### src/rtl/sb_arbiter_if.sv
// Bus bundle for sb_arbiter: both master ports plus the shared peripheral slave port.
// The slave modport is the arbiter's view; the master modport is the surrounding system's.
interface sb_arbiter_if #(
   parameter int unsigned ADDR_W = 32,
   parameter int unsigned DATA_W = 32
);
   logic              m0_req_i;
   logic              m0_we_i;
   logic [ADDR_W-1:0] m0_addr_i;
   logic [DATA_W-1:0] m0_wd_i;
   logic              m0_lock_i;
   logic              m0_ack_o;
   logic [DATA_W-1:0] m0_rd_o;

   logic              m1_req_i;
   logic              m1_we_i;
   logic [ADDR_W-1:0] m1_addr_i;
   logic [DATA_W-1:0] m1_wd_i;
   logic              m1_lock_i;
   logic              m1_ack_o;
   logic [DATA_W-1:0] m1_rd_o;

   logic              sb_req_o;
   logic              sb_we_o;
   logic [ADDR_W-1:0] sb_addr_o;
   logic [DATA_W-1:0] sb_wd_o;
   logic [DATA_W-1:0] sb_rd_i;

   modport slave (
      input  m0_req_i, m0_we_i, m0_addr_i, m0_wd_i, m0_lock_i,
      input  m1_req_i, m1_we_i, m1_addr_i, m1_wd_i, m1_lock_i,
      input  sb_rd_i,
      output m0_ack_o, m0_rd_o, m1_ack_o, m1_rd_o,
      output sb_req_o, sb_we_o, sb_addr_o, sb_wd_o
   );

   modport master (
      output m0_req_i, m0_we_i, m0_addr_i, m0_wd_i, m0_lock_i,
      output m1_req_i, m1_we_i, m1_addr_i, m1_wd_i, m1_lock_i,
      output sb_rd_i,
      input  m0_ack_o, m0_rd_o, m1_ack_o, m1_rd_o,
      input  sb_req_o, sb_we_o, sb_addr_o, sb_wd_o
   );
endinterface

### src/rtl/sb_arbiter.sv
// Two-master round-robin arbiter onto one peripheral slave port: IDLE latches a winner, ACCESS
// issues one bus cycle and acks. Define SB_ARB_LOCK_EN to honour the masters' lock hints.
module sb_arbiter #(
   parameter int unsigned ADDR_W   = 32,
   parameter int unsigned DATA_W   = 32,
   parameter int unsigned MAX_LOCK = 4
) (
   input  logic        clk_i,
   input  logic        rst_i,
   sb_arbiter_if.slave bus
);
   localparam logic IDLE   = 1'b0;
   localparam logic ACCESS = 1'b1;
   localparam logic M0     = 1'b0;
   localparam logic M1     = 1'b1;

   logic              state;
   logic              last_grant;
   logic              win;
   logic [1:0]        req;
   logic [1:0]        ack;
   logic              we_q;
   logic [ADDR_W-1:0] addr_q;
   logic [DATA_W-1:0] wd_q;
   logic [DATA_W-1:0] rd0_q;
   logic [DATA_W-1:0] rd1_q;

   assign req = {bus.m1_req_i, bus.m0_req_i};

`ifdef SB_ARB_LOCK_EN
   localparam int unsigned LOCK_W = $clog2(MAX_LOCK + 1);

   logic [LOCK_W-1:0] lock_cnt;
   logic              last_lock;
   logic [1:0]        lock;

   assign lock = {bus.m1_lock_i, bus.m0_lock_i};
`else
   logic unused_lock;
   assign unused_lock = bus.m0_lock_i ^ bus.m1_lock_i ^ (MAX_LOCK == 0);
`endif

   // On a tie the master that was not served last wins; a lone requester always wins.
   always_comb begin
      if (req[0] && req[1]) win = ~last_grant;
      else                  win = req[1];
`ifdef SB_ARB_LOCK_EN
      if (last_lock && req[last_grant] &&
          ((lock_cnt < LOCK_W'(MAX_LOCK)) || !req[~last_grant]))
         win = last_grant;
`endif
   end

   always_ff @(posedge clk_i) begin
      if (rst_i) begin
         state      <= IDLE;
         last_grant <= M1;
         we_q       <= 1'b0;
         addr_q     <= '0;
         wd_q       <= '0;
         ack        <= '0;
         rd0_q      <= '0;
         rd1_q      <= '0;
      end else begin
         ack <= '0;
         if (state == IDLE) begin
            if (|req) begin
               last_grant <= win;
               we_q       <= (win == M1) ? bus.m1_we_i   : bus.m0_we_i;
               addr_q     <= (win == M1) ? bus.m1_addr_i : bus.m0_addr_i;
               wd_q       <= (win == M1) ? bus.m1_wd_i   : bus.m0_wd_i;
               state      <= ACCESS;
            end
         end else begin
            ack[last_grant] <= 1'b1;
            if (!we_q) begin
               if (last_grant == M1) rd1_q <= bus.sb_rd_i;
               else                  rd0_q <= bus.sb_rd_i;
            end
            state <= IDLE;
         end
      end
   end

`ifdef SB_ARB_LOCK_EN
   // A locked grant after a change of owner (or after an unlocked grant) starts a new run at 1.
   always_ff @(posedge clk_i) begin
      if (rst_i) begin
         lock_cnt  <= '0;
         last_lock <= 1'b0;
      end else if (state == IDLE && |req) begin
         last_lock <= lock[win];
         if (!lock[win])
            lock_cnt <= '0;
         else if (win != last_grant || !last_lock)
            lock_cnt <= LOCK_W'(1);
         else if (lock_cnt < LOCK_W'(MAX_LOCK))
            lock_cnt <= lock_cnt + 1'b1;
      end
   end
`endif

   assign bus.sb_req_o  = (state == ACCESS);
   assign bus.sb_we_o   = we_q;
   assign bus.sb_addr_o = addr_q;
   assign bus.sb_wd_o   = wd_q;
   assign bus.m0_ack_o  = ack[0];
   assign bus.m1_ack_o  = ack[1];
   assign bus.m0_rd_o   = rd0_q;
   assign bus.m1_rd_o   = rd1_q;
endmodule
### src/flat_wrapper.sv
// flat-port wrapper written by rule: the top's interface ports become plain ports
module sb_arbiter_flat 
#(
   parameter int unsigned ADDR_W   = 32,
   parameter int unsigned DATA_W   = 32,
   parameter int unsigned MAX_LOCK = 4
)
  (clk_i, rst_i, bus_m0_req_i, bus_m0_we_i, bus_m0_addr_i, bus_m0_wd_i, bus_m0_lock_i, bus_m1_req_i, bus_m1_we_i, bus_m1_addr_i, bus_m1_wd_i, bus_m1_lock_i, bus_sb_rd_i, bus_m0_ack_o, bus_m0_rd_o, bus_m1_ack_o, bus_m1_rd_o, bus_sb_req_o, bus_sb_we_o, bus_sb_addr_o, bus_sb_wd_o);
  sb_arbiter_if #(.ADDR_W(ADDR_W), .DATA_W(DATA_W)) bus_i ();
  input  logic clk_i;
  input  logic rst_i;
  input wire logic [$bits(bus_i.m0_req_i)-1:0] bus_m0_req_i;
  input wire logic [$bits(bus_i.m0_we_i)-1:0] bus_m0_we_i;
  input wire logic [$bits(bus_i.m0_addr_i)-1:0] bus_m0_addr_i;
  input wire logic [$bits(bus_i.m0_wd_i)-1:0] bus_m0_wd_i;
  input wire logic [$bits(bus_i.m0_lock_i)-1:0] bus_m0_lock_i;
  input wire logic [$bits(bus_i.m1_req_i)-1:0] bus_m1_req_i;
  input wire logic [$bits(bus_i.m1_we_i)-1:0] bus_m1_we_i;
  input wire logic [$bits(bus_i.m1_addr_i)-1:0] bus_m1_addr_i;
  input wire logic [$bits(bus_i.m1_wd_i)-1:0] bus_m1_wd_i;
  input wire logic [$bits(bus_i.m1_lock_i)-1:0] bus_m1_lock_i;
  input wire logic [$bits(bus_i.sb_rd_i)-1:0] bus_sb_rd_i;
  output wire logic [$bits(bus_i.m0_ack_o)-1:0] bus_m0_ack_o;
  output wire logic [$bits(bus_i.m0_rd_o)-1:0] bus_m0_rd_o;
  output wire logic [$bits(bus_i.m1_ack_o)-1:0] bus_m1_ack_o;
  output wire logic [$bits(bus_i.m1_rd_o)-1:0] bus_m1_rd_o;
  output wire logic [$bits(bus_i.sb_req_o)-1:0] bus_sb_req_o;
  output wire logic [$bits(bus_i.sb_we_o)-1:0] bus_sb_we_o;
  output wire logic [$bits(bus_i.sb_addr_o)-1:0] bus_sb_addr_o;
  output wire logic [$bits(bus_i.sb_wd_o)-1:0] bus_sb_wd_o;
  assign bus_i.m0_req_i = bus_m0_req_i;
  assign bus_i.m0_we_i = bus_m0_we_i;
  assign bus_i.m0_addr_i = bus_m0_addr_i;
  assign bus_i.m0_wd_i = bus_m0_wd_i;
  assign bus_i.m0_lock_i = bus_m0_lock_i;
  assign bus_i.m1_req_i = bus_m1_req_i;
  assign bus_i.m1_we_i = bus_m1_we_i;
  assign bus_i.m1_addr_i = bus_m1_addr_i;
  assign bus_i.m1_wd_i = bus_m1_wd_i;
  assign bus_i.m1_lock_i = bus_m1_lock_i;
  assign bus_i.sb_rd_i = bus_sb_rd_i;
  assign bus_m0_ack_o = bus_i.m0_ack_o;
  assign bus_m0_rd_o = bus_i.m0_rd_o;
  assign bus_m1_ack_o = bus_i.m1_ack_o;
  assign bus_m1_rd_o = bus_i.m1_rd_o;
  assign bus_sb_req_o = bus_i.sb_req_o;
  assign bus_sb_we_o = bus_i.sb_we_o;
  assign bus_sb_addr_o = bus_i.sb_addr_o;
  assign bus_sb_wd_o = bus_i.sb_wd_o;
  sb_arbiter #(.ADDR_W(ADDR_W), .DATA_W(DATA_W), .MAX_LOCK(MAX_LOCK)) u_core (.clk_i(clk_i), .rst_i(rst_i), .bus(bus_i));
endmodule
### config.mk
export PLATFORM = sky130hd
export DESIGN_NAME = sb_arbiter_flat
export DESIGN_NICKNAME = d
export VERILOG_FILES = /design/src/rtl/sb_arbiter_if.sv /design/src/rtl/sb_arbiter.sv /design/src/flat_wrapper.sv
export SDC_FILE = /design/constraint.sdc
export NUM_CORES = 1
export LEC_CHECK = 0
export BUFFER_PORTS_ARGS = -buffer_cell sky130_fd_sc_hd__buf_2
export CAP_MARGIN = 20
export CORE_MARGIN = 5
export CORE_UTILIZATION = 48
export DETAILED_ROUTE_END_ITERATION = 10
export PLACE_DENSITY = 0.84
export SLEW_MARGIN = 20
export SYNTH_ARGS = -nofsm -noshare
export SYNTH_HDL_FRONTEND = slang
export SYNTH_SLANG_ARGS = --single-unit
### constraint.sdc
create_clock -name clk_i -period 2.1 [get_ports clk_i]
set_clock_uncertainty 0.15 [all_clocks]
set_input_delay 0.105 -clock clk_i [delete_from_list [all_inputs] [get_ports clk_i]]
set_output_delay 0.105 -clock clk_i [all_outputs]
set_load 0.1 [all_outputs]
==> results of run 1 <==
==> cell families (layout without fill, tap and decap cells) <==
logic type      after synthesis  after routing  synth area share, %
other cells                   0              6                    0
simple gates                332            332                 23.7
buf+inv                      59            504                 6.20
flops                       133            133                 49.1
compound gates              133            133                 21.0
==> metrics by stage <==
step           cells  utilization [%]  area (sq um)  setup WS [ps]
3_3_place_gp    1046             63.1          6930            420
4_1_cts         1242             82.9          9100            307
2_1_floorplan    657                -          5430            112
6_report        1248             83.0          9120            181
3_5_place_dp    1046             63.1          6930            316
5_1_grt         1245             83.0          9110           51.9
==> layout by cell type, fill, tap and decap left out, drive strengths merged, types with 3 or more instances in the layout <==
cell,synthesis,layout
dlygate4sd3,0,164
dfxtp,133,133
buf,39,308
clkbuf,20,22
diode,0,6
nor3b,3,3
a21oi,64,64
nor2,65,65
a311oi,65,65
nand2,258,258
clkinv,0,7
==> sequential cells by signal, summed over array words and instances, names as in the netlist <==
register	count
u_core.ack	2
u_core.last_grant	1
u_core.bus.m1_rd_o	32
u_core.bus.sb_wd_o	32
u_core.bus.m0_rd_o	32
u_core.bus.sb_we_o	1
u_core.bus.sb_req_o	1
u_core.bus.sb_addr_o	32
==> per-layer routing <==
metal / global-route usage [%] / part of all wire (%)
met3: 10.6 / 11
met5: 0 / 0
met4: 25.7 / 7.2
met2: 59.8 / 49
met1: 35.1 / 33
==> power groups by stage <==
stage / Sequential, uW / Clock, uW / Combinational, uW
3_5_place_dp: 2860 / 0 / 2290
6_report: 2830 / 2690 / 2640
5_1_grt: 2840 / 2830 / 2730
3_3_place_gp: 2850 / 0 / 2280
4_1_cts: 2800 / 2690 / 2540
2_1_floorplan: 4140 / 0 / 558
==> what timing repair did <==
item,CTS,global route
hold endpoints to repair,130,0
resized for setup,0,0
hold buffers,164,0
setup endpoints to repair,0,0
setup buffers,0,0
==> worst max-delay path, cell delays in order, from the launching register on <==
cell	delay [ps]
dfxtp_1	600
a21bo_2	250
buf_12	250
nand2_1	110
a311oi_1	370
==> final cells by class <==
type / instances / area, sq um / share of cell area (%)
flip-flops and latches: 133 / 2660 / 29.2
diodes: 6 / 15.0 / 0.165
clock inverters: 10 / 83.8 / 0.919
well taps: 140 / 175 / 1.92
clock buffers: 22 / 444 / 4.87
repair buffers: 472 / 3290 / 36.1
multi-input cells: 465 / 2450 / 26.9
==> worst min path at each step <==
stage | from | end | cells past startpoint
final | rst_i | u_core.bus.m1_rd_o[16]$_SDFFE_PP0P_ | 2
after global routing | rst_i | u_core.bus.m1_rd_o[11]$_SDFFE_PP0P_ | 2
after CTS | rst_i | u_core.bus.m1_rd_o[16]$_SDFFE_PP0P_ | 2
after floorplan | bus_sb_rd_i[6] | u_core.bus.m0_rd_o[6]$_SDFFE_PP0P_ | 2
after global placement | bus_sb_rd_i[3] | u_core.bus.m1_rd_o[3]$_SDFFE_PP0P_ | 3
after detailed placement | bus_sb_rd_i[28] | u_core.bus.m1_rd_o[28]$_SDFFE_PP0P_ | 3
==> summary.md, run 1 <==
| Metric | Value |
|---|---|
| Post-synth top area cell | `dfxtp_1` |
| Outcome | `finished clean` |
| DR DRC count | `0` |
| Clock sinks | `133` |
| Largest net degree at the start of global routing | `75` |
| Total die area | `13500 sq um` |
| Seq/Total Area, Yosys | `49.1%` |
| Reg2Reg Depth | `4` |
| Worst Hold Class | `in2reg` |
| Hpwl dp | `11800 um` |
| Die H | `116 um` |
| Tcrit/Tclk final | `91.4%` |
| CTS Buf Count | `17` |
| CTS Buffer Depth | `2` |
| PortBufs | `297` |
| Critical-path maximum fanout | `65` |
| Switching share of power | `39.0%` |
| Drt via density | `5.55` |
| Ys async rst share | `0%` |
| Clock group share of total power | `33.0%` |
| Num ports | `300` |
| #FFs+latches synth | `133` |
| Synth area leaders | `dfxtp_1 (49%), nand2_1 (18%), a311oi_2 (9.4%)` |
| Worst vdd ir | `0.000621 V` |
| Pwr Total | `8170 uW` |
| GRT overflow | `0` |
| RR Endpoint | `u_core.bus.sb_addr_o[27]$_SDFFE_PP0P_` |
| Final-report hold violation count | `0` |
| Clock Root Buffer | `clkbuf_16` |
| Sequential share of power | `34.7%` |
| Crit end category | `flop` |
| RR Startpoint | `u_core.last_grant$_SDFFE_PP1P_` |
| P_leak | `0.00420 uW` |
| Switching Power | `3180 uW` |
| DR vias | `6923` |
| Final setup TNS | `0 ps` |
| Power Dens Cells | `896 nW/um^2` |
| Max-cap viol count | `0` |
| Hold WS | `30.1 ps` |
| Final worst path period need | `1920 ps` |
| Post-layout nets | `1257` |
| WL/cell | `19.3 um` |
| Most frequent cell after synthesis | `nand2_1` |
| Fill cells | `537` |
| Synthesized area | `5430 sq um` |
| Unrepaired setup endpoints after global routing | `false` |
| Crit path to | `u_core.bus.sb_addr_o[27]$_SDFFE_PP0P_` |
| All-layer global routing usage | `34.6%` |
| Area growth, synth to finish | `68.0%` |
| CTS tree | `yes` |
| Ys Warns | `0` |
| Cells after Synth | `657` |
| First-pass GRT wire length | `36400 um` |
| CP Launch Point | `u_core.last_grant$_SDFFE_PP1P_` |
| Max Clk Rate | `521 MHz` |
| Initial DRC count | `749` |
| CP arrival | `2050 ps` |
| Clock transition at the registers of the reported paths | `60 ps` |
| Core Box Area | `11000 sq um` |
| Layout cell share with drive strength beyond 1 | `33.9%` |
| Final setup viols | `0` |
| Crit path kind | `reg2reg` |
| Vias in the first global route | `7088` |
| Top cell type's share of synthesized area | `49.1%` |
| GPL Wtd Cong | `0.836` |
| Mapped Nets | `825` |
| Initial Util | `49.4%` |
| EDFF count, synth | `0` |
| Die X | `116 um` |
| Fin. max-slew vios | `0` |
| Worst EP required | `2230 ps` |
| Worst-Margin Slew | `533 ps` |
| DRT antenna net count | `0` |
| Synthesized area per cell | `8.26 sq um` |
| Initial antenna violation count | `3` |
| Ys flop type | `dfxtp_1` |
| FP Rows | `38` |
| Internal Power | `4980 uW` |
| R2r setup slk | `180 ps` |
| Netlist cell types | `21` |
| Commonest cells post-synth | `nand2_1 (258), dfxtp_1 (133), nor2_1 (65)` |
| Initial DRT Pass Iterations | `7` |
| Comb power frac | `32.4%` |
| Max transition margin | `64.7%` |
| WL final | `24100 um` |
| Latest clock arrival within the worst-skew pair | `400 ps` |
| Worst setup SP type | `flop` |
| CTS H-tree depth | `4` |
Note: power is estimated with default switching activity, not from simulation.
==> run 2: changes to the inputs <==
CTS_BUF_LIST = sky130_fd_sc_hd__clkbuf_16   (was unset)
==> run 2 against run 1 <==
Via count shrank 0.14%; count of clock-buffer cells in the layout shrank 5; combinational power is essentially flat; sequential power is essentially flat; critical path depth is the same; largest cell class unchanged; largest power group unchanged.
==> summary.md, run 2 (synthesis gave the netlist of run 1 again) <==
| Metric | Value |
|---|---|
| Outcome | `finished clean (unchanged)` |
| GPL Wtd Cong | `0.836 (unchanged)` |
| Pre-CTS setup slack | `316 ps (unchanged)` |
| DR vias | `6913 (was 6923)` |
| Num ports | `300 (unchanged)` |
| CP max stage delay | `600 ps (about the same)` |
| FP Rows | `38 (unchanged)` |
| Worst setup margin | `189 ps (was 181 ps)` |
| Worst vdd ir | `0.000621 V (about the same)` |
| Sequential share of power | `34.8% (was 34.7%)` |
| Clock transition at the registers of the reported paths | `60 ps (about the same)` |
| CP Cell Sequence | `a21bo_2 -> buf_12 -> nand2_1 -> a311oi_2 (was a21bo_2 -> buf_12 -> nand2_1 -> a311oi_1)` |
| Worst-Margin Slew | `526 ps (was 533 ps)` |
| Initial DRC count | `824 (was 749)` |
| Worst Hold Class | `in2reg (unchanged)` |
| Crit end category | `flop (unchanged)` |
| Drt via density | `5.54 (was 5.55)` |
| WL final | `24200 um (was 24100 um)` |
| Switching Power | `3190 uW (was 3180 uW)` |
| Final setup viols | `0 (unchanged)` |
| Cts hold-fix bufs | `164 (unchanged)` |
| CP bufs+invs | `1 (unchanged)` |
| DR DRC count | `0 (unchanged)` |
| Die H | `116 um (unchanged)` |
| CP arrival | `2050 ps (about the same)` |
| Hpwl dp | `11800 um (unchanged)` |
| GRT overflow | `0 (unchanged)` |
| Total die area | `13500 sq um (unchanged)` |
| Worst EP required | `2240 ps (was 2230 ps)` |
| CTS Buffer Depth | `2 (unchanged)` |
| Internal Power | `4960 uW (was 4980 uW)` |
| Max Clk Rate | `523 MHz (was 521 MHz)` |
| Pwr Total | `8140 uW (was 8170 uW)` |
| All-layer global routing usage | `34.6% (unchanged)` |
| CTS H-tree depth | `4 (unchanged)` |
| Post_cts resized | `0 (unchanged)` |
| P_leak | `0.00422 uW (was 0.00420 uW)` |
| DP Cell Count | `1046 (unchanged)` |
| Final non-filler cell total | `1248 (unchanged)` |
| DRT antenna net count | `0 (unchanged)` |
| Fin. max-slew vios | `0 (unchanged)` |
| Initial Util | `49.4% (unchanged)` |
| Post-CTS Setup Bufs | `0 (unchanged)` |
| Final setup TNS | `0 ps (unchanged)` |
| WL/cell | `19.4 um (was 19.3 um)` |
| PortBufs | `297 (unchanged)` |
| Crit path kind | `reg2reg (unchanged)` |
| Unrepaired setup endpoints after global routing | `false (unchanged)` |
| CTS Buf Count | `17 (unchanged)` |
| Crit path max-delay family | `flip-flops (was compound AO/OA/AOI/OAI gates)` |
| Comb power frac | `32.5% (was 32.4%)` |
| Slowest cell on the critical path | `dfxtp_1 (unchanged)` |
| Tcrit/Tclk final | `91.0% (was 91.4%)` |
| Vias in the first global route | `7088 (unchanged)` |
| Latest clock arrival within the worst-skew pair | `400 ps (about the same)` |
| Core Box Area | `11000 sq um (unchanged)` |
| Initial DRT Pass Iterations | `5 (was 7)` |
| Clock Root Buffer | `clkbuf_16 (unchanged)` |
| Final-report hold violation count | `0 (unchanged)` |
| Power Dens Cells | `893 nW/um^2 (was 896 nW/um^2)` |
| Max transition margin | `65.0% (was 64.7%)` |
| Area growth, synth to finish | `68.0% (unchanged)` |
| Most frequent cells in the layout | `buf_2 (296), nand2_1 (258), dlygate4sd3_1 (164), dfxtp_1 (132), nor2_1 (65) (unchanged)` |
| Initial antenna violation count | `3 (unchanged)` |
| Most common cell after layout, fill and taps aside | `buf_2 (unchanged)` |
| Final Core Density | `83.0% (unchanged)` |
| Switching share of power | `39.1% (was 39.0%)` |
| Final worst path period need | `1910 ps (was 1920 ps)` |
| Die X | `116 um (unchanged)` |
| Largest net degree at the start of global routing | `75 (unchanged)` |
| First-pass GRT wire length | `36400 um (unchanged)` |
| Post-layout nets | `1257 (unchanged)` |
| Clock group share of total power | `32.8% (was 33.0%)` |
| Worst setup SP type | `flop (unchanged)` |
| Max-cap viol count | `0 (unchanged)` |
| Layout cell share with drive strength beyond 1 | `33.9% (unchanged)` |
| CTS tree | `yes (unchanged)` |
| Critical-path maximum fanout | `65 (unchanged)` |
| Clock sinks | `133 (unchanged)` |
## run 2: changes by cell type in the layout (fill, tap and decap cells not counted)
cell | before | now
inv_1 | 0 | 5
clkbuf_1 | 5 | 0
## run 2: path summary, 6_finish.rpt
check / from / end / slack (ps) / cells past startpoint
hold reg to reg: u_core.bus.m0_rd_o[10]$_SDFFE_PP0P_ / u_core.bus.m0_rd_o[10]$_SDFFE_PP0P_ / 300 / 2
setup reg to reg: u_core.last_grant$_SDFFE_PP1P_ / u_core.bus.sb_addr_o[30]$_SDFFE_PP0P_ / 190 / 4
setup / recovery: u_core.last_grant$_SDFFE_PP1P_ / u_core.bus.sb_addr_o[30]$_SDFFE_PP0P_ / 190 / 4
hold / removal: rst_i / u_core.bus.m1_rd_o[16]$_SDFFE_PP0P_ / 30 / 2
## run 2: worst reg2reg max path, delay by kind of cell (launching register included)
family / cells / cell delay (ps)
DFF: 1 / 600
and+or+nand+nor: 1 / 180
AOI/OAI and AO/OA: 2 / 590
buffers and inverters: 1 / 290
## run 2: per-layer routing
layer  vias to the layer above  part of all wire (%)  track usage, %
li1                       3078                     -               -
met1                      3078                    33            35.1
met5                         -                     0               0
met2                       604                    48            59.8
met3                       153                    11            10.6
met4                         0                   7.4            25.7
## run 2: through the flow
stage	hold slack [ps]	area [sq um]
6_report	31.4	9120
5_1_grt	48.2	9110
4_1_cts	21.5	9100
3_5_place_dp	212	6930
3_3_place_gp	208	6930
2_1_floorplan	91.0	5430
## run 2: area by class of cell
cell class                      instances  area (sq um)
Fill cell                             537          1860
Clock buffer                           17           425
Sequential cell                       133          2660
Multi-Input combinational cell        465          2450
Timing Repair Buffer                  472          3290
Antenna cell                            6          15.0
Tap cell                              140           175
Clock inverter                         15           103
## run 2: power by group through the flow
stage	clock, uW	combinational, uW	sequential [uW]
global route	2800	2730	2840
finish	2670	2640	2830
floorplan	0	558	4140
detailed placement	0	2290	2860
global placement	0	2280	2850
CTS	2670	2540	2800
==> run 3: changes to the inputs <==
GPL_TIMING_DRIVEN = 0   (was unset)
==> run 3 against run 2 <==
Register-to-register slack got worse by 160 ps; power grew 9.5%; fmax shrank 7.7%; clock power up 24%; global-route usage is 4.2 points higher; sequential share of layout area is 1.1 points lower; critical path depth grew 3; final cell count rose by 3.8%; die area unchanged; critical path type unchanged; critical endpoint is now u_core.bus.sb_wd_o[31]$_SDFFE_PP0P_; largest power group is now the clock network; highest routed layer unchanged.
==> summary.md, run 3 (synthesis gave the netlist of run 1 again) <==
| Metric | Value |
|---|---|
| Outcome | `finished clean (unchanged)` |
| Worst EP required | `2290 ps (was 2240 ps)` |
| Final worst path period need | `2070 ps (was 1910 ps)` |
| CP bufs+invs | `4 (was 1)` |
| CP Cell Sequence | `buf_4 -> a21boi_2 -> buf_6 -> buf_4 -> nand2_1 -> a311oi_1 -> dlygate4sd3_1 (was a21bo_2 -> buf_12 -> nand2_1 -> a311oi_2)` |
| CP max stage delay | `590 ps (was 600 ps)` |
| Die H | `116 um (unchanged)` |
| Max Clk Rate | `483 MHz (was 523 MHz)` |
| Max transition margin | `47.1% (was 65.0%)` |
| Initial DRC count | `834 (was 824)` |
| Max-cap viol count | `0 (unchanged)` |
| Fin. max-slew vios | `0 (unchanged)` |
| WL final | `27100 um (was 24200 um)` |
| Initial DRT Pass Iterations | `6 (was 5)` |
| Final-report hold violation count | `0 (unchanged)` |
| PortBufs | `296 (was 297)` |
| Clock sinks | `133 (unchanged)` |
| DR DRC count | `0 (unchanged)` |
| FP Rows | `38 (unchanged)` |
| First-pass GRT wire length | `40600 um (was 36400 um)` |
| Crit path max-delay family | `buffers and inverters (was flip-flops)` |
| Initial antenna violation count | `2 (was 3)` |
| Slowest cell on the critical path | `dlygate4sd3_1 (was dfxtp_1)` |
| Pre-CTS setup slack | `487 ps (was 316 ps)` |
| P_leak | `0.00441 uW (was 0.00422 uW)` |
| Initial Util | `49.4% (unchanged)` |
| Crit path kind | `reg2reg (unchanged)` |
| Drt via density | `5.84 (was 5.54)` |
| Final Core Density | `86.2% (was 83.0%)` |
| Tcrit/Tclk final | `98.6% (was 91.0%)` |
| Vias in the first global route | `7810 (was 7088)` |
| Final setup viols | `0 (unchanged)` |
| Most common cell after layout, fill and taps aside | `buf_2 (unchanged)` |
| Power Dens Cells | `943 nW/um^2 (was 893 nW/um^2)` |
| Latest clock arrival within the worst-skew pair | `400 ps (about the same)` |
| DRT antenna net count | `0 (unchanged)` |
| CTS Buffer Depth | `2 (unchanged)` |
| DR vias | `7562 (was 6913)` |
| Hpwl dp | `13900 um (was 11800 um)` |
| Worst Hold Class | `in2reg (unchanged)` |
| Core Box Area | `11000 sq um (unchanged)` |
| CTS H-tree depth | `4 (unchanged)` |
| CP arrival | `2260 ps (was 2050 ps)` |
| CTS tree | `yes (unchanged)` |
| Post-layout nets | `1306 (was 1257)` |
| Layout cell share with drive strength beyond 1 | `35.6% (was 33.9%)` |
| WL/cell | `21.0 um (was 19.4 um)` |
| CTS Buf Count | `17 (unchanged)` |
| Clock Root Buffer | `clkbuf_16 (unchanged)` |
| Total die area | `13500 sq um (unchanged)` |
| Clock transition at the registers of the reported paths | `60 ps (about the same)` |
| Worst-Margin Slew | `794 ps (was 526 ps)` |
| Worst vdd ir | `0.000573 V (was 0.000621 V)` |
| Largest net degree at the start of global routing | `17 (was 75)` |
| Final instance area | `9460 sq um (was 9120 sq um)` |
| GRT overflow | `0 (unchanged)` |
| All-layer global routing usage | `38.8% (was 34.6%)` |
| Worst setup margin | `29.4 ps (was 189 ps)` |
| Placement Cell Area | `7090 sq um (was 6930 sq um)` |
| Crit path top cell by count | `buf_4` |
| Area growth, synth to finish | `74.4% (was 68.0%)` |
| Num ports | `300 (unchanged)` |
| GPL Wtd Cong | `0.878 (was 0.836)` |
| Most frequent cells in the layout | `buf_2 (315), nand2_1 (258), dlygate4sd3_1 (163), dfxtp_1 (132), nor2_1 (65) (was buf_2 (296), nand2_1 (258), dlygate4sd3_1 (164), dfxtp_1 (132), nor2_1 (65))` |
| Worst setup SP type | `flop (unchanged)` |
| Die X | `116 um (unchanged)` |
| Crit end category | `flop (unchanged)` |
| Critical-path maximum fanout | `10 (was 65)` |
-- run 3: cell count changes in the layout (fill, tap and decap cells not counted), sizes merged, moves of 2 or more --
cell,delta
diode,-2
bufinv,+4
clkbuf,+21
clkinv,-3
buf,+28
-- run 3: through the flow --
stage / instances / TNS (ps) / total power, uW / hold WS, ps
floorplan: 657 / 0 / 4700 / 91.0
global placement: 1093 / 0 / 5190 / 210
detailed placement: 1093 / 0 / 5200 / 218
CTS: 1289 / 0 / 8720 / 95.7
global route: 1293 / -67.0 / 9130 / 142
finish: 1295 / 0 / 8920 / 122
-- run 3: metal layers --
metal  GRT usage (%)  vias to the layer above  part of all wire, %
li1                -                     3181                    -
met1            41.0                     3422                   32
met2            65.0                      734                   47
met3            11.8                      225                   12
met4            29.2                        0                  8.9
met5               0                        -                    0
-- run 3: layout make-up --
| type | instances | area [sq um] |
|---|---|---|
| repair buffers | 462 | 3140 |
| flip-flops and latches | 133 | 2660 |
| multi-input cells | 465 | 2450 |
| fillers | 494 | 1520 |
| clock buffers | 17 | 425 |
| plain buffers | 59 | 369 |
| clock inverters | 15 | 226 |
| well taps | 140 | 175 |
| diodes | 4 | 10.0 |
-- run 3: final timing paths --
path                                       startpoint                                   to  slack, ps  cells after the start
hold reg to reg   u_core.bus.m0_rd_o[24]$_SDFFE_PP0P_  u_core.bus.m0_rd_o[24]$_SDFFE_PP0P_        300                      2
hold / removal                                  rst_i       u_core.bus.sb_req_o$_SDFF_PP0_        120                      3
setup / recovery       u_core.last_grant$_SDFFE_PP1P_  u_core.bus.sb_wd_o[31]$_SDFFE_PP0P_         30                      7
setup reg to reg       u_core.last_grant$_SDFFE_PP1P_  u_core.bus.sb_wd_o[31]$_SDFFE_PP0P_         30                      7
-- run 3: power breakdown --
group          switching, uW  total (uW)  leakage, uW  internal (uW)
registers                123        2830      0.00109           2710
logic                   2060        2770      0.00300            708
clock network           1200        3320     0.000316           2120
total                   3380        8920      0.00441           5540
-- run 3: what timing repair did --
action | in CTS | in global routing
gates resized for setup | 0 | 18
setup endpoints to repair | 0 | 6
hold buffers | 164 | 2
hold endpoints to repair | 130 | 2
setup buffers | 0 | 2
-- run 3: worst min-delay path, cell delays in order --
cell	delay (ps)
buf_2	170
buf_2	220
nor2b_1	130
